[config.mk]
export PLATFORM = sky130hd
export DESIGN_NAME = alu_mdu_seq_flat
export DESIGN_NICKNAME = d
export VERILOG_FILES = /design/src/rtl/alu_mdu_seq_if.sv /design/src/rtl/alu_mdu_seq.sv /design/src/flat_wrapper.sv
export SDC_FILE = /design/constraint.sdc
export NUM_CORES = 1
export LEC_CHECK = 0
export CORE_MARGIN = 2
export CORE_UTILIZATION = 36
export CTS_CLUSTER_DIAMETER = 150
export DETAILED_ROUTE_END_ITERATION = 6
export SYNTH_ARGS = -nofsm -noshare
export SYNTH_HDL_FRONTEND = slang
export SYNTH_SLANG_ARGS = --single-unit
export TNS_END_PERCENT = 50
[constraint.sdc]
create_clock -name clk -period 9.8 [get_ports clk]
set_clock_uncertainty 0.2 [all_clocks]
set_input_delay 1.96 -clock clk [delete_from_list [all_inputs] [get_ports clk]]
set_output_delay 1.96 -clock clk [all_outputs]
set_load 0.1 [all_outputs]
[src/rtl/alu_mdu_seq_if.sv]
// Operand/result handshake bundle between the operand muxes, the sequential
// ALU/MDU and writeback.
interface alu_mdu_seq_if #(
  parameter int WIDTH = 32
);
  logic             in_valid;
  logic             in_ready;
  logic [WIDTH-1:0] a;
  logic [WIDTH-1:0] b;
  logic [4:0]       op;
  logic             out_valid;
  logic             out_ready;
  logic [WIDTH-1:0] result;
  logic             zero;

  modport master (
    output in_valid, a, b, op, out_ready,
    input  in_ready, out_valid, result, zero
  );

  modport slave (
    input  in_valid, a, b, op, out_ready,
    output in_ready, out_valid, result, zero
  );
endinterface

[src/rtl/alu_mdu_seq.sv]
// Multi-cycle execute-stage ALU: single-cycle base integer ops plus iterative
// RV32M multiply (shift-add) and divide (restoring) behind valid/ready handshakes.
module alu_mdu_seq #(
  parameter int WIDTH = 32,
  parameter bit MD_EN = 1'b1
) (
  input logic          clk,
  input logic          reset,
  alu_mdu_seq_if.slave bus
);
  localparam int SHAMT_W = $clog2(WIDTH);
  localparam int CNT_W   = $clog2(WIDTH) + 1;

  typedef enum logic [1:0] {
    S_IDLE = 2'd0,
    S_CALC = 2'd1,
    S_DONE = 2'd2
  } state_e;

  state_e             state_q, state_d;
  logic [CNT_W-1:0]   cnt_q, cnt_d;
  logic [2*WIDTH-1:0] prod_q, prod_d;
  logic [WIDTH-1:0]   mcand_q, mcand_d;
  logic [2:0]         f3_q, f3_d;
  logic               neg_q, neg_d;
  logic               dz_q, dz_d;
  logic [WIDTH-1:0]   result_q, result_d;
  logic               zero_q, zero_d;
  logic               in_ready_q, in_ready_d;
  logic               out_valid_q, out_valid_d;

  logic               accept_s, is_m_s;
  logic               sign_a_s, sign_b_s, neg_a_s, neg_b_s;
  logic [WIDTH-1:0]   mag_a_s, mag_b_s;
  logic [WIDTH:0]     mul_sum_s, div_trial_s;
  logic [2*WIDTH-1:0] mul_step_s, div_step_s, iter_s;

  function automatic logic [WIDTH-1:0] base_op(input logic [3:0] code,
                                               input logic [WIDTH-1:0] x,
                                               input logic [WIDTH-1:0] y);
    logic [SHAMT_W-1:0] sh;
    logic [WIDTH-1:0]   r;
    sh = y[SHAMT_W-1:0];
    case (code)
      4'd0:    r = x + y;
      4'd1:    r = x - y;
      4'd2:    r = x & y;
      4'd3:    r = x | y;
      4'd4:    r = x ^ y;
      4'd5:    r = {{(WIDTH-1){1'b0}}, ($signed(x) < $signed(y))};
      4'd6:    r = x << sh;
      4'd7:    r = {{(WIDTH-1){1'b0}}, (x < y)};
      4'd8:    r = $unsigned($signed(x) >>> sh);
      4'd9:    r = x >> sh;
      default: r = {WIDTH{1'b0}};
    endcase
    return r;
  endfunction

  // p holds |a|*|b| for multiplies, {remainder, quotient} magnitudes for divides
  function automatic logic [WIDTH-1:0] finalize(input logic [2:0] f3,
                                                input logic neg,
                                                input logic dz,
                                                input logic [2*WIDTH-1:0] p);
    logic [2*WIDTH-1:0] sp;
    logic [WIDTH-1:0]   q, rm, r;
    sp = neg ? -p : p;
    q  = neg ? -p[WIDTH-1:0] : p[WIDTH-1:0];
    rm = neg ? -p[2*WIDTH-1:WIDTH] : p[2*WIDTH-1:WIDTH];
    case (f3)
      3'd0:          r = sp[WIDTH-1:0];
      3'd1,
      3'd2,
      3'd3:          r = sp[2*WIDTH-1:WIDTH];
      3'd4,
      3'd5:          r = dz ? {WIDTH{1'b1}} : q;
      default:       r = rm;
    endcase
    return r;
  endfunction

  assign accept_s = bus.in_valid & in_ready_q;
  assign is_m_s   = bus.op[4];

  // Divides: DIV/REM signed, DIVU/REMU not. Multiplies: only MULHU treats a as
  // unsigned, MULHSU/MULHU treat b as unsigned.
  assign sign_a_s = bus.op[2] ? ~bus.op[0] : (bus.op[1:0] != 2'b11);
  assign sign_b_s = bus.op[2] ? ~bus.op[0] : ~bus.op[1];
  assign neg_a_s  = sign_a_s & bus.a[WIDTH-1];
  assign neg_b_s  = sign_b_s & bus.b[WIDTH-1];
  assign mag_a_s  = neg_a_s ? -bus.a : bus.a;
  assign mag_b_s  = neg_b_s ? -bus.b : bus.b;

  assign mul_sum_s   = {1'b0, prod_q[2*WIDTH-1:WIDTH]} +
                       (prod_q[0] ? {1'b0, mcand_q} : {(WIDTH+1){1'b0}});
  assign mul_step_s  = {mul_sum_s, prod_q[WIDTH-1:1]};
  assign div_trial_s = prod_q[2*WIDTH-1:WIDTH-1] - {1'b0, mcand_q};
  assign div_step_s  = div_trial_s[WIDTH] ? {prod_q[2*WIDTH-2:0], 1'b0}
                                          : {div_trial_s[WIDTH-1:0], prod_q[WIDTH-2:0], 1'b1};
  assign iter_s      = f3_q[2] ? div_step_s : mul_step_s;

  // FSM state register
  always_ff @(posedge clk) begin
    if (reset) begin
      state_q <= S_IDLE;
    end else begin
      state_q <= state_d;
    end
  end

  // FSM next-state logic
  always_comb begin
    state_d = state_q;
    case (state_q)
      S_IDLE: begin
        if (accept_s) begin
          state_d = (is_m_s && MD_EN) ? S_CALC : S_DONE;
        end else begin
          state_d = S_IDLE;
        end
      end
      S_CALC: begin
        if (cnt_q == CNT_W'(1)) begin
          state_d = S_DONE;
        end else begin
          state_d = S_CALC;
        end
      end
      S_DONE: begin
        if (bus.out_ready) begin
          state_d = S_IDLE;
        end else begin
          state_d = S_DONE;
        end
      end
      default: state_d = S_IDLE;
    endcase
  end

  // FSM outputs, registered from the next state
  always_comb begin
    in_ready_d  = (state_d == S_IDLE);
    out_valid_d = (state_d == S_DONE);
  end

  // Datapath next-state: operand capture, one iteration per CALC cycle, result load
  always_comb begin
    cnt_d    = cnt_q;
    prod_d   = prod_q;
    mcand_d  = mcand_q;
    f3_d     = f3_q;
    neg_d    = neg_q;
    dz_d     = dz_q;
    result_d = result_q;
    zero_d   = zero_q;
    case (state_q)
      S_IDLE: begin
        if (accept_s && is_m_s && MD_EN) begin
          f3_d  = bus.op[2:0];
          cnt_d = CNT_W'(WIDTH);
          dz_d  = (bus.b == {WIDTH{1'b0}});
          if (bus.op[2]) begin
            mcand_d = mag_b_s;
            prod_d  = {{WIDTH{1'b0}}, mag_a_s};
            neg_d   = bus.op[1] ? neg_a_s : (neg_a_s ^ neg_b_s);
          end else begin
            mcand_d = mag_a_s;
            prod_d  = {{WIDTH{1'b0}}, mag_b_s};
            neg_d   = neg_a_s ^ neg_b_s;
          end
        end else if (accept_s) begin
          result_d = is_m_s ? {WIDTH{1'b0}} : base_op(bus.op[3:0], bus.a, bus.b);
          zero_d   = (result_d == {WIDTH{1'b0}});
        end else begin
          result_d = result_q;
        end
      end
      S_CALC: begin
        prod_d = iter_s;
        cnt_d  = cnt_q - CNT_W'(1);
        if (cnt_q == CNT_W'(1)) begin
          result_d = finalize(f3_q, neg_q, dz_q, iter_s);
          zero_d   = (result_d == {WIDTH{1'b0}});
        end else begin
          result_d = result_q;
        end
      end
      default: result_d = result_q;
    endcase
  end

  // Datapath and output registers
  always_ff @(posedge clk) begin
    if (reset) begin
      cnt_q       <= {CNT_W{1'b0}};
      prod_q      <= {(2*WIDTH){1'b0}};
      mcand_q     <= {WIDTH{1'b0}};
      f3_q        <= 3'd0;
      neg_q       <= 1'b0;
      dz_q        <= 1'b0;
      result_q    <= {WIDTH{1'b0}};
      zero_q      <= 1'b1;
      in_ready_q  <= 1'b0;
      out_valid_q <= 1'b0;
    end else begin
      cnt_q       <= cnt_d;
      prod_q      <= prod_d;
      mcand_q     <= mcand_d;
      f3_q        <= f3_d;
      neg_q       <= neg_d;
      dz_q        <= dz_d;
      result_q    <= result_d;
      zero_q      <= zero_d;
      in_ready_q  <= in_ready_d;
      out_valid_q <= out_valid_d;
    end
  end

  assign bus.in_ready  = in_ready_q;
  assign bus.out_valid = out_valid_q;
  assign bus.result    = result_q;
  assign bus.zero      = zero_q;
endmodule

[src/flat_wrapper.sv]
// flat-port wrapper written by rule: the top's interface ports become plain ports
module alu_mdu_seq_flat 
#(
  parameter int WIDTH = 32,
  parameter bit MD_EN = 1'b1
)
  (clk, reset, bus_in_valid, bus_a, bus_b, bus_op, bus_out_ready, bus_in_ready, bus_out_valid, bus_result, bus_zero);
  alu_mdu_seq_if #(.WIDTH(WIDTH)) bus_i ();
  input logic clk;
  input logic reset;
  input wire logic [$bits(bus_i.in_valid)-1:0] bus_in_valid;
  input wire logic [$bits(bus_i.a)-1:0] bus_a;
  input wire logic [$bits(bus_i.b)-1:0] bus_b;
  input wire logic [$bits(bus_i.op)-1:0] bus_op;
  input wire logic [$bits(bus_i.out_ready)-1:0] bus_out_ready;
  output wire logic [$bits(bus_i.in_ready)-1:0] bus_in_ready;
  output wire logic [$bits(bus_i.out_valid)-1:0] bus_out_valid;
  output wire logic [$bits(bus_i.result)-1:0] bus_result;
  output wire logic [$bits(bus_i.zero)-1:0] bus_zero;
  assign bus_i.in_valid = bus_in_valid;
  assign bus_i.a = bus_a;
  assign bus_i.b = bus_b;
  assign bus_i.op = bus_op;
  assign bus_i.out_ready = bus_out_ready;
  assign bus_in_ready = bus_i.in_ready;
  assign bus_out_valid = bus_i.out_valid;
  assign bus_result = bus_i.result;
  assign bus_zero = bus_i.zero;
  alu_mdu_seq #(.WIDTH(WIDTH), .MD_EN(MD_EN)) u_core (.clk(clk), .reset(reset), .bus(bus_i));
endmodule
==> summary.txt, run 1 <==
gr usage total: 31.7%
# port buffers: 107
Worst Path Required: 9970 ps
Placer Congestion: 1.04
initial antenna violation count: 1
Slew HR: 16.9%
CTS H-tree depth: 4
Tmin final: 7440 ps
Row Count: 96
Setup TNS: 0 ps
Synth Area in Compound Gates: 31.7%
worst-skew pair later-pin latency: 470 ps
final net count: 3765
first-pass GRT wire length: 173 mm
die width: 267 um
Synth Flop Type: dfxtp_1
clock sinks: 144
Synth Area in XOR/XNOR: 5.33%
DRC viols: 0
maximum vdd drop: 128 uV
Yosys top cell by area: dfxtp_1
final antenna-violating net count: 0
n_diodes: 0
total grt overflow: 0
leakage power: 10.2 nW
Ports: 108
min-delay src: u_core.bus.result[11]$_SDFFE_PP0P_
final hold viol count: 0
Die Y: 267 um
layout cells sized above 1: 7.47%
CTS resizes: 0
commonest cells in the synthesized netlist: nor2_1 (454), nand2_1 (328), a21oi_1 (309), clkbuf_1 (207), o21ai_0 (200)
R2R setup slack: 2360 ps
core area: 68700 um2
Synthesized Nets: 3852
1st-pass router iterations: 6
largest net degree at the start of global routing: 89
Root Driver: clkbuf_16
worst flop-to-flop path endpoint: u_core.bus.result[31]$_SDFFE_PP0P_
EDFF count, synth: 0
largest family of logic cells by synthesized area: compound AO/OA/AOI/OAI gates
Worst R2R Path Depth: 17
register area share after synthesis: 11.5%
die area: 71500 um2
Post-Synth Adder-Cell Area: 8.68%
Slew Viols, Final: 0
period utilization: 75.9%
Slew @ Worst Pin: 1230 ps
drt first-iter violations: 3350
CP Capture Type: flop
Distinct cells, synth: 104
Post CTS Setup Buffer Count: 0
Clock Path Buffers: 2
Starting Density: 36.4%
Synth Register Bits: 144
startpoint types: flop
Cell Pwr Density: 102 nW/um2
CP max FO: 17
HPWL Detailed: 90.4 mm
cts bufs inserted: 17
Synth area leaders: dfxtp_1 (12%), ha_1 (8.4%), nor2_1 (6.8%)
Mapped Area: 25000 um2
Worst-path clk slew: 70 ps
hold endpoint: u_core.bus.result[11]$_SDFFE_PP0P_
Syn Inst Count: 3608
count leader, synth: nor2_1
syn_area_per_cell: 6.93 um2
RSZ-0062 raised after global routing: false
mux contribution to synthesized area: 10.3%
MaxCap Viol Count: 0
Post-Layout Inst Area: 27200 um2
WHS Path Cells: 2
worst path arrival time: 7600 ps
asr flop ratio synth: 0%
quantity of hold-fixing buffers added after cts: 0
Worst R2R Start: u_core.prod_q[31]$_SDFFE_PP0P_
synthesis-to-layout area growth: 8.80%
total power: 2.78 mW
endpoints failing setup: 0
Vias per Instance: 6.54
wire length per cell: 26.2 um
f_max: 0.134 GHz
Area after DPL: 26600 um2
vias in the first global route: 26800
Setup CP Type: reg -> reg
Synth Warn #: 0
status: completed
Min-Delay Path Class: reg -> reg
Synth Area in Simple Gates: 25.6%
WL final: 117 mm
CTS tree: yes
via count: 29200
area fraction of the dominant cell type after synthesis: 11.5%
## flip-flops by register name, indices dropped and copies added (netlist names)
| name | cells |
|---|---|
| u_core.bus.in_ready | 1 |
| u_core.bus.out_valid | 1 |
| u_core.bus.result | 32 |
| u_core.bus.zero | 1 |
| u_core.cnt_q | 6 |
| u_core.dz_q | 1 |
| u_core.f3_q | 3 |
| u_core.mcand_q | 32 |
| u_core.neg_q | 1 |
| u_core.prod_q | 64 |
| u_core.state_q | 2 |
## layout make-up
cell class,count,area (um2)
timing repair buffer,167,1490
fill,7350,41500
clock buffer,19,443
tap,931,1160
inverter,170,638
sequential,144,2890
clock inverter,12,119
multi-input combinational,3021,20400
## per-layer routing
layer / track usage (%) / up-vias / wire [um] / share of wire [%]
li1: - / 13300 / - / -
met1: 41.4 / 13900 / 47500 / 41
met2: 51.7 / 1702 / 52900 / 45
met3: 4.06 / 322 / 10200 / 8.7
met4: 15.3 / 0 / 6460 / 5.5
met5: 0 / - / 0 / 0
## layout by cell type (no fill, tap or decap), types with 15 or more instances in the layout
cell type	count
a221oi_1	33
a41oi_1	18
mux4_2	63
inv_1	165
clkbuf_16	17
nand4_1	47
a22oi_1	20
o41ai_1	21
o211ai_1	67
a31oi_1	59
buf_4	65
a211o_1	18
o21a_1	19
and3_1	24
a311oi_1	19
o31ai_1	44
nor3_1	104
a21oi_1	307
xor2_1	30
a21o_1	43
or3_1	33
a211oi_1	78
and2_1	60
nor2_1	452
clkdlybuf4s50_1	99
nand2b_1	24
o21bai_1	21
nor4_1	42
o22ai_1	26
nor2b_1	20
xnor2_1	122
mux2i_1	88
mux2_2	24
or4_1	15
dfxtp_1	142
o21ai_0	200
nand3_1	115
ha_1	167
nand2_1	327
## worst max-delay path by stage
stage | endpoint | slack (ps) | depth (start not counted) | start
after floorplan | u_core.bus.zero$_SDFFE_PP1P_ | 2960 | 20 | bus_b[2]
after global placement | u_core.bus.zero$_SDFFE_PP1P_ | 2380 | 18 | bus_a[1]
after detailed placement | u_core.bus.zero$_SDFFE_PP1P_ | 2270 | 18 | bus_b[1]
after CTS | u_core.bus.zero$_SDFFE_PP1P_ | 2730 | 18 | bus_b[1]
after global routing | u_core.bus.result[31]$_SDFFE_PP0P_ | 2290 | 17 | u_core.prod_q[31]$_SDFFE_PP0P_
final | u_core.bus.result[31]$_SDFFE_PP0P_ | 2360 | 17 | u_core.prod_q[31]$_SDFFE_PP0P_
## report_power, final
group          switching [mW]  internal, mW  leakage (nW)  total, mW
clock                   0.307         0.360         0.281      0.666
sequential             0.0305         0.608          1.17      0.638
combinational           0.998         0.476          8.72       1.47
## critical path, stage by stage (launching register included)
cell	delay (ps)
dfxtp_1	340
inv_1	280
ha_1	250
inv_1	60
fa_1	450
a211oi_2	340
o21ai_2	170
a21o_1	230
o211a_1	420
o21ai_2	820
and4_1	410
o22a_1	530
o211ai_1	560
nor2_1	520
o21ai_0	190
o41ai_1	1070
a21oi_1	170
a211oi_1	280
## through the flow
step	cells	utilization [%]	hold slack [ps]	setup WS, ps
floorplan	3608	-	240	2960
global placement	4433	38.8	245	2380
detailed placement	4433	38.8	248	2270
CTS	4464	39.6	257	2730
finish	4464	39.6	257	2360
global route	4464	39.6	266	2290
## cells by family (layout without fill, tap and decap cells)
kind of cell / Yosys count / in the layout
xor+xnor: 152 / 152
buf+inv: 443 / 368
compound gates: 1174 / 1174
fa+ha+maj: 171 / 171
mux: 175 / 175
flops: 144 / 144
simple gates: 1349 / 1349
No activity file was read; power rests on OpenSTA's default activity.
==> run 2, diff against run 1 <==
- clock period: 9.8 -> 7.2 ns (I/O delays scaled with it)
==> summary.txt, run 2 (synthesis gave the netlist of run 1 again) <==
Comb pwr share: 53.2% (+0.2 points)
worst path arrival time: 7040 ps (-560 ps)
largest net degree at the start of global routing: 92 (+3.4%)
Vias per Instance: 6.49 (-0.85%)
Tmin final: 6840 ps (-595 ps)
Row Count: 96 (unchanged)
initial antenna violation count: 1 (unchanged)
f_max: 0.146 GHz (+8.7%)
Min-Delay Path Class: reg -> reg
Ports: 108 (unchanged)
gr usage total: 32.7% (+0.99 points)
final hold slack: 251 ps (-6.01 ps)
final net count: 3836 (+1.9%)
Worst R2R Path Depth: 26 (+9)
first-pass GRT wire length: 177 mm (+2.4%)
Inst Count DP: 4504 (+1.6%)
Slew HR: 19.5% (+2.6 points)
1st-pass router iterations: 6 (unchanged)
cell family with most CP delay: simple AND/OR/NAND/NOR gates
switching share of power: 47.6% (-0.42 points)
wire length per cell: 26.5 um (+1.2%)
Slew @ Worst Pin: 1200 ps (-31.5 ps)
Placer Congestion: 1.03 (-0.79%)
pre-CTS setup slack: 549 ps (-1720 ps)
Setup CP Type: reg -> reg
# port buffers: 107 (unchanged)
n_diodes: 0 (unchanged)
Die Y: 267 um (unchanged)
most frequent cells in the layout: nor2_1 (452), nand2_1 (327), a21oi_1 (307)
fill count: 7443 (+1.3%)
layout cells sized above 1: 9.32% (+1.8 points)
die area: 71500 um2 (unchanged)
status: completed
CP Capture Type: flop
clock sinks: 144 (unchanged)
WHS Path Cells: 2 (unchanged)
maximum vdd drop: 189 uV (+47%)
critical path's slowest cell: dfxtp_1
drt first-iter violations: 3574 (+6.7%)
vias in the first global route: 27300 (+1.6%)
quantity of hold-fixing buffers added after cts: 0 (unchanged)
slack of the critical path: 359 ps (-2010 ps)
Area after DPL: 27200 um2 (+2.0%)
CTS resizes: 0 (unchanged)
total power: 3.89 mW (+40%)
stages on the worst setup path: 26 (+9)
via count: 29400 (+0.75%)
CTS H-tree depth: 4 (unchanged)
Clk network pwr share: 24.5% (+0.5 points)
slowest stage delay, CP: 530 ps (-540 ps)
HPWL Detailed: 94.9 mm (+4.9%)
area of the multi-input gates: 20400 um2 (unchanged)
max reg flops: 64 (unchanged)
endpoints failing setup: 0 (unchanged)
worst-skew pair later-pin latency: 460 ps (about the same)
core area: 68700 um2 (unchanged)
synthesis-to-layout area growth: 11.1%
Starting Density: 36.4% (unchanged)
RSZ-0062 raised after global routing: false
final core occ: 40.4% (+0.84 points)
FF+latch area: 2890 um2 (unchanged)
period utilization: 95.0% (+19 points)
WL final: 120 mm (+2.9%)
cts bufs inserted: 17 (unchanged)
Clock Path Buffers: 2 (unchanged)
Worst Path Required: 7400 ps (-2570 ps)
CP max FO: 12 (-5)
Root Driver: clkbuf_16
Worst-path clk slew: 70 ps (about the same)
leakage power: 10.5 nW (+3.5%)
Psw: 1.85 mW (+39%)
startpoint types: flop
total grt overflow: 0 (unchanged)
DRC viols: 0 (unchanged)
most frequent CP cell: inv_1
Post CTS Setup Buffer Count: 0 (unchanged)
Cell Pwr Density: 140 nW/um2 (+37%)
final hold viol count: 0 (unchanged)
final antenna-violating net count: 0 (unchanged)
Slew Viols, Final: 0 (unchanged)
part of the power in registers: 22.3% (-0.7 points)
Post-Layout Inst Area: 27800 um2 (+2.1%)
Int Power: 2.04 mW (+41%)
Setup TNS: 0 ps (unchanged)
MaxCap Viol Count: 0 (unchanged)
die width: 267 um (unchanged)
non-filler cells, final: 4536 (+1.6%)
commonest non-fill, non-tap cell in the layout: nor2_1
Worst Path Buf+Inv: 3 (+1)
Reg with most FFs: u_core.prod_q
CTS tree: yes
[run 2: worst paths after layout]
| kind | start | end | slack, ps |
|---|---|---|---|
| worst max register to register | u_core.prod_q[31]$_SDFFE_PP0P_ | u_core.bus.zero$_SDFFE_PP1P_ | 360 |
| worst min-delay path | u_core.bus.result[7]$_SDFFE_PP0P_ | u_core.bus.result[7]$_SDFFE_PP0P_ | 250 |
| worst max-delay path | u_core.prod_q[31]$_SDFFE_PP0P_ | u_core.bus.zero$_SDFFE_PP1P_ | 360 |
| worst min register to register | u_core.bus.result[7]$_SDFFE_PP0P_ | u_core.bus.result[7]$_SDFFE_PP0P_ | 250 |
[run 2: worst reg2reg max path: stages (launching register included)]
cell      delay, ps
dfxtp_1         530
inv_1           180
ha_1            230
inv_1            70
fa_1            260
a211oi_2        120
o21ai_2         370
a21o_1          260
o211a_1         530
nor3_2          100
or3_1           420
inv_1           120
ha_1            160
nand3_1         150
or3_1           530
o31ai_1         330
xor2_1          170
o21ai_0         160
nor2_1          230
nor3_1           70
and3_1          180
a211o_1         260
a211oi_1        300
nand4_1         240
nor4_1          270
nand4_1         210
nand3_1         140
[run 2: layout make-up]
type | count | share of cell area (%)
tap | 931 | 4.20
clock buffer | 19 | 1.60
inverter | 170 | 2.30
multi-input combinational | 3021 | 73.6
timing repair buffer | 238 | 7.35
clock inverter | 13 | 0.545
sequential | 144 | 10.4
[run 2: power by group through the flow]
| stage | sequential (mW) | clock (mW) | combinational (mW) |
|---|---|---|---|
| 4_1_cts | 0.866 | 0.957 | 2.00 |
| 5_1_grt | 0.871 | 0.985 | 2.18 |
| 6_report | 0.868 | 0.950 | 2.07 |
| 3_3_place_gp | 0.884 | 0 | 2.00 |
| 3_5_place_dp | 0.884 | 0 | 1.99 |
| 2_1_floorplan | 0.940 | 0 | 1.25 |
[run 2: per-layer routing]
metal  global-route usage, %  up-vias  routed length, um
met4                    17.8        2               7370
met3                    4.00      329               9540
met1                    42.3    14100              48900
li1                        -    13400                  -
met2                    52.9     1581              54600
met5                       0        -                 13
